**src/rtl/min_val_less_8x_with_index.sv**
```systemverilog
`default_nettype none
// ============================================================================
// Module      : min_val_less_8x_with_index
// Description : Selects the minimum unsigned value among up to 8 tagged
//               channels. Invalid channels are ignored. The block reports the
//               minimum and a one-hot mask of the winning channel. A one-cycle
//               registered copy of both outputs is also provided.
//
//               The reduction is a balanced pairwise tree. Each node carries
//               (value, valid, one-hot). Ties resolve to the lower channel.
//
// Parameters  : DATA_WIDTH    - width of each channel value (unsigned)
//               CHANNEL_COUNT - number of channels, 1..8
//
// Ports       : clk               - clock for the registered copy
//               reset_n           - asynchronous active-low reset
//               values            - packed channel values, channel 0 at LSBs
//               valids            - per-channel participation flags
//               result            - combinational minimum (all ones if none)
//               output_valids     - combinational one-hot winner mask
//               result_reg        - result, registered
//               output_valids_reg - output_valids, registered
//               min_index         - binary winner index  (MIN_VAL_INDEX_OUT_EN)
//               min_index_reg     - min_index, registered (MIN_VAL_INDEX_OUT_EN)
//
// Options     : MIN_VAL_INDEX_OUT_EN - adds the binary index outputs
//
// Revision    : 1.0 - initial release
// ============================================================================
module min_val_less_8x_with_index #(
    parameter int DATA_WIDTH    = 8,
    parameter int CHANNEL_COUNT = 6
) (
    input  logic                                clk,
    input  logic                                reset_n,
    input  logic [DATA_WIDTH*CHANNEL_COUNT-1:0] values,
    input  logic [CHANNEL_COUNT-1:0]            valids,
    output logic [DATA_WIDTH-1:0]               result,
    output logic [CHANNEL_COUNT-1:0]            output_valids,
    output logic [DATA_WIDTH-1:0]               result_reg,
    output logic [CHANNEL_COUNT-1:0]            output_valids_reg
`ifdef MIN_VAL_INDEX_OUT_EN
    ,
    output logic [((CHANNEL_COUNT > 1) ? $clog2(CHANNEL_COUNT) : 1)-1:0] min_index,
    output logic [((CHANNEL_COUNT > 1) ? $clog2(CHANNEL_COUNT) : 1)-1:0] min_index_reg
`endif
);

    localparam int c_LEVELS = (CHANNEL_COUNT > 1) ? $clog2(CHANNEL_COUNT) : 0;
    localparam int c_IDX_W  = (CHANNEL_COUNT > 1) ? $clog2(CHANNEL_COUNT) : 1;

    // ------------------------------------------------------------------------
    // Reduction tree, evaluated in place. On level L, node j merges nodes 2j
    // (A, lower channels) and 2j+1 (B, higher channels). Writing slot j only
    // after reading 2j and 2j+1 is safe because j <= 2j. An odd leftover
    // node passes through unchanged.
    // ------------------------------------------------------------------------
    always_comb begin : p_tree
        logic [DATA_WIDTH-1:0]    w_val [CHANNEL_COUNT];
        logic                     w_vld [CHANNEL_COUNT];
        logic [CHANNEL_COUNT-1:0] w_oh  [CHANNEL_COUNT];
        int                       w_n;
        int                       w_a;
        int                       w_b;

        // Invalid leaves are normalised to the "empty node" form. The root
        // then needs no final masking.
        for (int i = 0; i < CHANNEL_COUNT; i++) begin
            w_oh[i]  = '0;
            w_vld[i] = valids[i];
            if (valids[i]) begin
                w_val[i]    = values[i*DATA_WIDTH +: DATA_WIDTH];
                w_oh[i][i]  = 1'b1;
            end else begin
                w_val[i]    = '1;
            end
        end

        w_n = CHANNEL_COUNT;
        w_a = 0;
        w_b = 0;
        for (int lvl = 0; lvl < c_LEVELS; lvl++) begin
            for (int j = 0; j < CHANNEL_COUNT; j++) begin
                if (2*j < w_n) begin
                    w_a = 2*j;
                    // Clamp B to a legal slot. It is used only when it exists.
                    w_b = (2*j+1 < CHANNEL_COUNT) ? 2*j+1 : 2*j;
                    if (2*j+1 < w_n) begin
                        if (w_vld[w_b] && (!w_vld[w_a] || (w_val[w_b] < w_val[w_a]))) begin
                            w_val[j] = w_val[w_b];
                            w_vld[j] = 1'b1;
                            w_oh[j]  = w_oh[w_b];
                        end else if (w_vld[w_a]) begin
                            w_val[j] = w_val[w_a];
                            w_vld[j] = 1'b1;
                            w_oh[j]  = w_oh[w_a];
                        end else begin
                            w_val[j] = '1;
                            w_vld[j] = 1'b0;
                            w_oh[j]  = '0;
                        end
                    end else begin
                        w_val[j] = w_val[w_a];
                        w_vld[j] = w_vld[w_a];
                        w_oh[j]  = w_oh[w_a];
                    end
                end
            end
            w_n = (w_n + 1) / 2;
        end

        result        = w_val[0];
        output_valids = w_oh[0];
    end

`ifdef MIN_VAL_INDEX_OUT_EN
    // The binary index is encoded from the one-hot winner mask. At most one
    // bit is set, so OR-ing the positions gives the index. The index is 0
    // when the mask is empty.
    always_comb begin : p_index_enc
        min_index = '0;
        for (int i = 0; i < CHANNEL_COUNT; i++) begin
            if (output_valids[i]) begin
                min_index = min_index | c_IDX_W'(i);
            end
        end
    end
`endif

    // ------------------------------------------------------------------------
    // Registered copy: updates every edge, no enable.
    // ------------------------------------------------------------------------
    always_ff @(posedge clk or negedge reset_n) begin : p_regs
        if (!reset_n) begin
            result_reg        <= '1;
            output_valids_reg <= '0;
`ifdef MIN_VAL_INDEX_OUT_EN
            min_index_reg     <= '0;
`endif
        end else begin
            result_reg        <= result;
            output_valids_reg <= output_valids;
`ifdef MIN_VAL_INDEX_OUT_EN
            min_index_reg     <= min_index;
`endif
        end
    end

endmodule
`default_nettype wire

```
**config.mk**
```make
export PLATFORM = sky130hd
export DESIGN_NAME = min_val_less_8x_with_index
export DESIGN_NICKNAME = d
export VERILOG_FILES = /design/src/rtl/min_val_less_8x_with_index.sv
export SDC_FILE = /design/constraint.sdc
export NUM_CORES = 1
export LEC_CHECK = 0
export CAP_MARGIN = 15
export CORE_MARGIN = 3
export CORE_UTILIZATION = 50
export CTS_CLUSTER_SIZE = 14
export DETAILED_ROUTE_END_ITERATION = 10
export PLACE_DENSITY_LB_ADDON = 0.08
export REMOVE_ABC_BUFFERS = 1
export SYNTH_ARGS = -nofsm -noshare
export SYNTH_HDL_FRONTEND = slang
export SYNTH_SLANG_ARGS = --single-unit
```
**constraint.sdc**
```tcl
create_clock -name clk -period 17.55 [get_ports clk]
set_input_delay 3.51 -clock clk [delete_from_list [all_inputs] [get_ports clk]]
set_output_delay 3.51 -clock clk [all_outputs]
set_load 0.05 [all_outputs]
```
---- Yosys cells after proc, flatten, opt, wreduce, memory -nomap -nowiden ----
Cells that the tools add are included.
operators by class
  magnitude comparators ................... 5
  multiplexer cells ....................... 37
  reduce and logical (&&, ||, !) cells .... 15
operators by type and width
  cell               number
  $mux 8             16
  $lt 8x8->1         5
  $mux 6             5
  $mux 1             12
  $logic_and 1x1->1  5
  $logic_not 1->1    5
  $logic_or 1x1->1   5
  $mux 5             1
  $mux 4             1
  $mux 3             1
  $mux 2             1
storage, ports and cells
  flip-flop bits (word level) ............. 14
  bits of input ports ..................... 56
  logic and storage cells ................. 59

---- Depth between registers and ports, before layout ----
Gate-level depths: netlist of run 1.
  depth after elaboration ................. 13
  mapped depth ............................ 29
  mapped depth without buffers ............ 27

---- Worst setup path after synthesis of run 1 ----
No wires, ideal clock.
  path type ............................... input to output
  from .................................... in valids[0]
  to ...................................... out result[1]
  data arrival time ....................... 9,794 ps
  required time ........................... 14,040 ps
  setup slack ............................. 4,246 ps
  stages on the path ...................... 28
  buffers on the path ..................... 3
  cells stage by stage .................... buf_6 > clkbuf_1 > and2b_2 > ha_1 > a21o_1 > a21o_1 > o21ai_1 > nand2_1 > o21ai_0 > mux2_2 > ha_1 > a211oi_1 > nor2_1 > nor3_1 > o21ai_0 > inv_1 > o31ai_4 > mux2_4 > ha_1 > a21o_1 > a21o_1 > a21oi_1 > inv_1 > a2111oi_0 > nand2_1 > o21ai_2 > buf_6 > mux2i_1
on the way
  cells in the longest elaborated chain, start to end .. 13
  elaborated cells between the ends (all ways) .. 23
  classes of those cells .................. order compare (3); mux (11); reduce/logical (9)
ends and longest elaborated chain
  item                                                  line  source
  start, declared                                       37    input logic [CHANNEL_COUNT-1:0] valids,
  $mux 8                                                71    if (valids[i]) begin
  $lt 8x8->1                                            89    if (w_vld[w_b] && (!w_vld[w_a] || (w_val[w_b] < w_val[w_a]))) begin
  $logic_or 1x1->1                                      89
  $logic_and 1x1->1                                     89
  $mux 8 / $mux 1 (equally long branches)               89
  $lt 8x8->1 / $logic_not 1->1 (equally long branches)  89
  $logic_or 1x1->1                                      89
  $logic_and 1x1->1                                     89
  $mux 8 / $mux 1 (equally long branches)               89
  $lt 8x8->1 / $logic_not 1->1 (equally long branches)  89
  $logic_or 1x1->1                                      89
  $logic_and 1x1->1                                     89
  $mux 8 *                                              89
  end, declared                                         38    output logic [DATA_WIDTH-1:0] result,
Mark *: on every way between the ends. The rest lies on a longest branch, timed or not.

---- Worst setup path in the final report of run 1 ----
Same ends and word-level chain as after synthesis.

==> results of run 1 <==
## critical path, delay by kind of cell
kind | cells | cell delay [ns]
buffers and inverters | 4 | 1.75
adder cells (fa/ha/maj) | 3 | 0.89
AND/OR/NAND/NOR | 5 | 1.09
multiplexers | 3 | 1.15
AO/OA/AOI/OAI | 12 | 3.22
## kinds of logic (layout without fill, tap and decap cells)
family / after synthesis / in the layout / share of synthesized area
buffers and inverters: 45 / 122 / 0.0810
muxes: 29 / 29 / 0.142
adders and majority gates: 35 / 35 / 0.182
AOI/OAI and AO/OA: 59 / 59 / 0.177
DFF: 14 / 14 / 0.149
and+or+nand+nor: 110 / 110 / 0.268
## power by group
part	total [mW]	switching [mW]	internal [mW]
clock network	0.0310	0.0111	0.0199
logic	0.219	0.134	0.0847
registers	0.0489	0.00243	0.0465
## per-layer routing
metal  global-route usage  routed length, µm
met5                    0                  0
met4               0.0505                 59
met3               0.0158                238
met2                0.392               3020
met1                0.264               2540
## cell type report
type                            count  area, µm²
Multi-Input combinational cell    233       1860
Fill cell                         378       1210
Timing Repair Buffer               83        831
Sequential cell                    14        360
Inverter                           35        131
Tap cell                           52       65.1
Clock buffer                        4       55.1
## cells in the final DEF, fill, tap and decap left out, types with 2 or more instances in the layout
cell type / count
a21o_1: 5
clkbuf_8: 4
nand2b_1: 10
nor3_1: 2
a31oi_1: 2
o22ai_1: 2
a2bb2oi_1: 2
mux2_2: 14
inv_1: 32
nand2_1: 33
nand4_1: 3
a211oi_1: 3
nor2_1: 12
mux2_4: 7
o21ai_1: 3
dfrtp_1: 6
nand3_1: 8
ha_1: 35
o21ai_0: 15
inv_2: 3
clkdlybuf4s50_1: 83
mux2i_1: 8
a21oi_1: 9
nor2b_1: 7
and3b_1: 2
and3_1: 3
dfstp_2: 8
and2b_2: 14
nor3b_1: 2
## metrics by stage
stage | utilization | setup slack [ns] | power (mW) | hold WS, ns | instance area, µm²
floorplan | - | 4.34 | 0.200 | 3.21 | 2350
global placement | 0.720 | 2.86 | 0.265 | 3.91 | 3240
detailed placement | 0.720 | 2.52 | 0.269 | 3.91 | 3240
CTS | 0.732 | 2.51 | 0.301 | 3.65 | 3300
global route | 0.732 | 1.90 | 0.319 | 3.69 | 3300
finish | 0.732 | 2.47 | 0.299 | 3.63 | 3300
## worst paths after layout
kind                             from                   end  slack, ns  cells after the start
min in group clk           values[42]         result_reg[2]       4.07                      3
max in group asynchronous     reset_n         result_reg[0]      13.55                      1
setup / recovery            valids[0]             result[1]       2.47                     27
hold / removal                reset_n  output_valids_reg[1]       3.63                      1
==> reports/qor.yml, run 1 <==
synth:
  yosys_warnings: 0
  synthMostInstantiatedCell: "ha_1"
  syn_area_per_cell_um2: 8.26
  synth_cell_type_count: 63
  synthFlopType: "dfstp_2"
  syn_area_um2: 2410
  synth_commonest_cells: "35 x ha_1, 33 x nand2_1, 32 x inv_1, 15 x o21ai_0"
  synthCells: 292
  synth_seq_area_share: 0.149
  ys_ff_latch: 14
  yosysTopAreaCell: "ha_1"
  synth_top_area_share: 0.182
  synth_edf_count: 0
  netlist_top_cells_area: "ha_1 18%, dfstp_2 8.7%, mux2_2 6.5%, dfrtp_1 6.2%, nand2_1 5.1%"
  synthArstFlopShare: 1.00
final_layout:
  drive_above_1_share: 0.179
  finalNetCount: 461
  antenna_cells: 0
  layout.cells.non_filler: 421
  syn_to_final_growth_pct: 36.8
  largest_reg_flops: 8
placed_design:
  hpwl_mm: 5.06
  placedCellCount: 417
  gp_congestion: 0.895
  io_buffers: 83
detailed_routing:
  viasPerCell: 5.39
  drt_iter0_drc: 90
  first_pass_iters: 4
  via_count: 2271
  wirelength_mm: 5.86
  drc: 0
  drt-wirelength-per-cell_um: 13.9
  detail-route-antenna-nets: 0
grt:
  grt_pass1_wl_mm: 9.52
  antenna_found_initial: 0
  grt_max_degree: 18
  grt_pass1_vias: 2144
  grt.overflow.total: 0
  track_usage: 0.211
floorplan:
  io_pins: 84
  rows: 24
  die_y_um: 75.4
  start_util: 0.535
  die_w_um: 75.4
  dieArea_um2: 5690
  coreArea_um2: 4500
power:
  power_density_nw_per_um2: 90.6
  ir_worst_vdd_mv: 0.0629
  power.leakage_nw: 1.54
sta:
  slew_headroom: 0.324
  min_period_ns: 15.08
  grt_setup_unrepaired: "false"
  tightest_slew_ns: 1.00
  max_freq_ghz: 0.0663
  fin_crit_sh: 0.860
  final-hold-violation-count: 0
  fin_setup_tns_ns: 0
  setup_viol_count_final: 0
  slew_violations: 0
clocking:
  cts-root-buf: "clkbuf_8"
  htree_levels: 1
  path_clk_slew_ns: 0.05
  cts.repair.resized: 0
  cts_setup_buffers: 0
  clock_sinks: 14
  cts-buffers-inserted: 3
  clockBufferDepth: 2
  cts_tree: "built"
  postCtsHoldBufs: 0
critical_path:
  crit_top_cell: "a21o_1"
  worstSetupPathType: "in2out"
  cp_max_fo: 17
  worstPathArrival_ns: 11.57
  worst_setup_path_start_kind: "input pin"
  slowest_stage: "clkdlybuf4s50_1"
  critPathCaptureType: "primary output"
  crit_required_ns: 14.04
  slowest_delay_ns: 0.85
run:
  cap_viol_max_count: 0
status:
  status: "completed"
min_path:
  hp-class: "in2async"
(Power assumes the default switching activity.)
==> run 2: changes to the inputs <==
--- a/config.mk
+++ b/config.mk
@@ -7,7 +7,7 @@
 export LEC_CHECK = 0
 export CAP_MARGIN = 15
 export CORE_MARGIN = 3
-export CORE_UTILIZATION = 50
+export CORE_UTILIZATION = 47
 export CTS_CLUSTER_SIZE = 14
 export DETAILED_ROUTE_END_ITERATION = 10
 export PLACE_DENSITY_LB_ADDON = 0.08
==> constraint.sdc (replaced) <==
create_clock -name clk -period 15.44 [get_ports clk]
set_input_delay 3.088 -clock clk [delete_from_list [all_inputs] [get_ports clk]]
set_output_delay 3.088 -clock clk [all_outputs]
set_load 0.05 [all_outputs]
==> run 2 against run 1 <==
Global-route usage is 0.92 points lower. Final cell count is 3.6% higher. Critical path depth unchanged. Utilization fell by 4.8 points. Critical endpoint is now result[6]. Largest power group unchanged.
==> reports/qor.yml, run 2 (synthesis gave the netlist of run 1 again) <==
clocking:
  htree_levels: 1  # unchanged
  clock_sinks: 14  # unchanged
  postCtsHoldBufs: 0  # unchanged
  cts_setup_buffers: 0  # unchanged
  cts_tree: "built"  # unchanged
  cts.repair.resized: 0  # unchanged
  path_clk_slew_ns: 0.06  # was 0.05 ns
  cts-buffers-inserted: 3  # unchanged
  clockBufferDepth: 2  # unchanged
  cts-root-buf: "clkbuf_8"  # unchanged
placed_design:
  io_buffers: 83  # unchanged
  gp_congestion: 0.899  # was 0.895
  hpwl_mm: 5.01  # was 5.06 mm
grt:
  grt_max_degree: 18  # unchanged
  grt_pass1_vias: 2186  # was 2144
  grt.overflow.total: 0  # unchanged
  antenna_found_initial: 0  # unchanged
  grt_pass1_wl_mm: 10.2  # was 9.52 mm
  track_usage: 0.202  # was 0.211
sta:
  whs_ns: 3.21  # was 3.63 ns
  slew_headroom: 0.275  # was 0.324
  grt_setup_unrepaired: "false"  # unchanged
  slew_violations: 0  # unchanged
  fin_setup_tns_ns: 0  # unchanged
  max_freq_ghz: 0.0706
  tightest_slew_ns: 1.08  # was 1.00 ns
  final-hold-violation-count: 0  # unchanged
  min_period_ns: 14.16
  fin_crit_sh: 0.917
  setup_viol_count_final: 0  # unchanged
floorplan:
  die_w_um: 77.6  # was 75.4 µm
  coreArea_um2: 4850  # was 4500 µm²
  dieArea_um2: 6030  # was 5690 µm²
  io_pins: 84  # unchanged
  rows: 25  # was 24
  start_util: 0.497  # was 0.535
  die_y_um: 77.6  # was 75.4 µm
power:
  ir_worst_vdd_mv: 0.0806  # was 0.0629 mV
  power_density_nw_per_um2: 103  # was 90.6 nW/µm²
  power.leakage_nw: 1.54  # unchanged
final_layout:
  final_cell_mix: "83 x clkdlybuf4s50_1, 35 x ha_1, 33 x nand2_1, 32 x inv_1, 15 x o21ai_0"  # unchanged
  final_common_cell: "clkdlybuf4s50_1"  # unchanged
  antenna_cells: 0  # unchanged
  largest_reg_flops: 8  # unchanged
  syn_to_final_growth_pct: 37.6  # was 36.8%
  finalNetCount: 461  # unchanged
  drive_above_1_share: 0.179  # unchanged
critical_path:
  slowest_stage: "clkdlybuf4s50_1"  # unchanged
  cp_max_fo: 17  # unchanged
  critPathCaptureType: "primary output"  # unchanged
  worstSetupPathType: "in2out"  # unchanged
  worstPathArrival_ns: 11.07  # was 11.57 ns
  critPathTopFamily: "compound AO/OA/AOI/OAI gates"  # unchanged
  crit_required_ns: 12.35  # was 14.04 ns
  worst-path-buf-inv: 4  # unchanged
  slowest_delay_ns: 0.84  # was 0.85 ns
  worst_setup_path_start_kind: "input pin"  # unchanged
  crit_top_cell: "a21o_1"  # unchanged
detailed_routing:
  drt-wirelength-per-cell_um: 13.8  # was 13.9 µm
  detail-route-antenna-nets: 0  # unchanged
  drt_iter0_drc: 73  # was 90
  viasPerCell: 5.27  # was 5.39
  drc: 0  # unchanged
  via_count: 2299  # was 2271
  wirelength_mm: 6.03  # was 5.86 mm
  first_pass_iters: 5  # was 4
run:
  cap_viol_max_count: 0  # unchanged
min_path:
  hp-class: "in2async"  # unchanged
status:
  status: "completed"  # unchanged
## run 2: cell counts in the layout (fill, tap and decap cells not counted)
No cell type changed its count.
## run 2: metal layers
layer	routed length (µm)	vias to the layer above	track usage
met4	88	0	0.0338
met1	2860	1036	0.285
met5	0	-	0
li1	-	1181	-
met2	2720	72	0.328
met3	355	10	0.0336
## run 2: final cells by class
class	count	area, µm²
multi-input cells	233	1860
inverters	35	131
fillers	426	1530
repair buffers	83	831
well taps	67	83.8
clock buffers	4	55.1
flip-flops and latches	14	360
## run 2: path summary, 6_finish.rpt
path / startpoint / end / slack [ns] / depth (start not counted)
setup / recovery: valids[0] / result[6] / 1.28 / 27
hold / removal: reset_n / output_valids_reg[5] / 3.21 / 1
max in group asynchronous: reset_n / result_reg[5] / 11.85 / 1
min in group clk: valids[4] / output_valids_reg[4] / 3.69 / 3
## run 2: metrics by stage
stage	utilization	cell area (µm²)	setup slack [ns]	cells	total power [mW]
2_1_floorplan	-	2350	3.07	282	0.227
3_3_place_gp	0.673	3260	1.59	432	0.302
3_5_place_dp	0.673	3260	1.35	432	0.305
4_1_cts	0.684	3320	1.32	436	0.342
5_1_grt	0.684	3320	0.532	436	0.362
6_report	0.684	3320	1.28	436	0.341
## run 2: where the power goes
group	internal [mW]	switching, mW
Clock	0.0226	0.0130
Combinational	0.0964	0.153
Sequential	0.0529	0.00264
Total	0.172	0.169
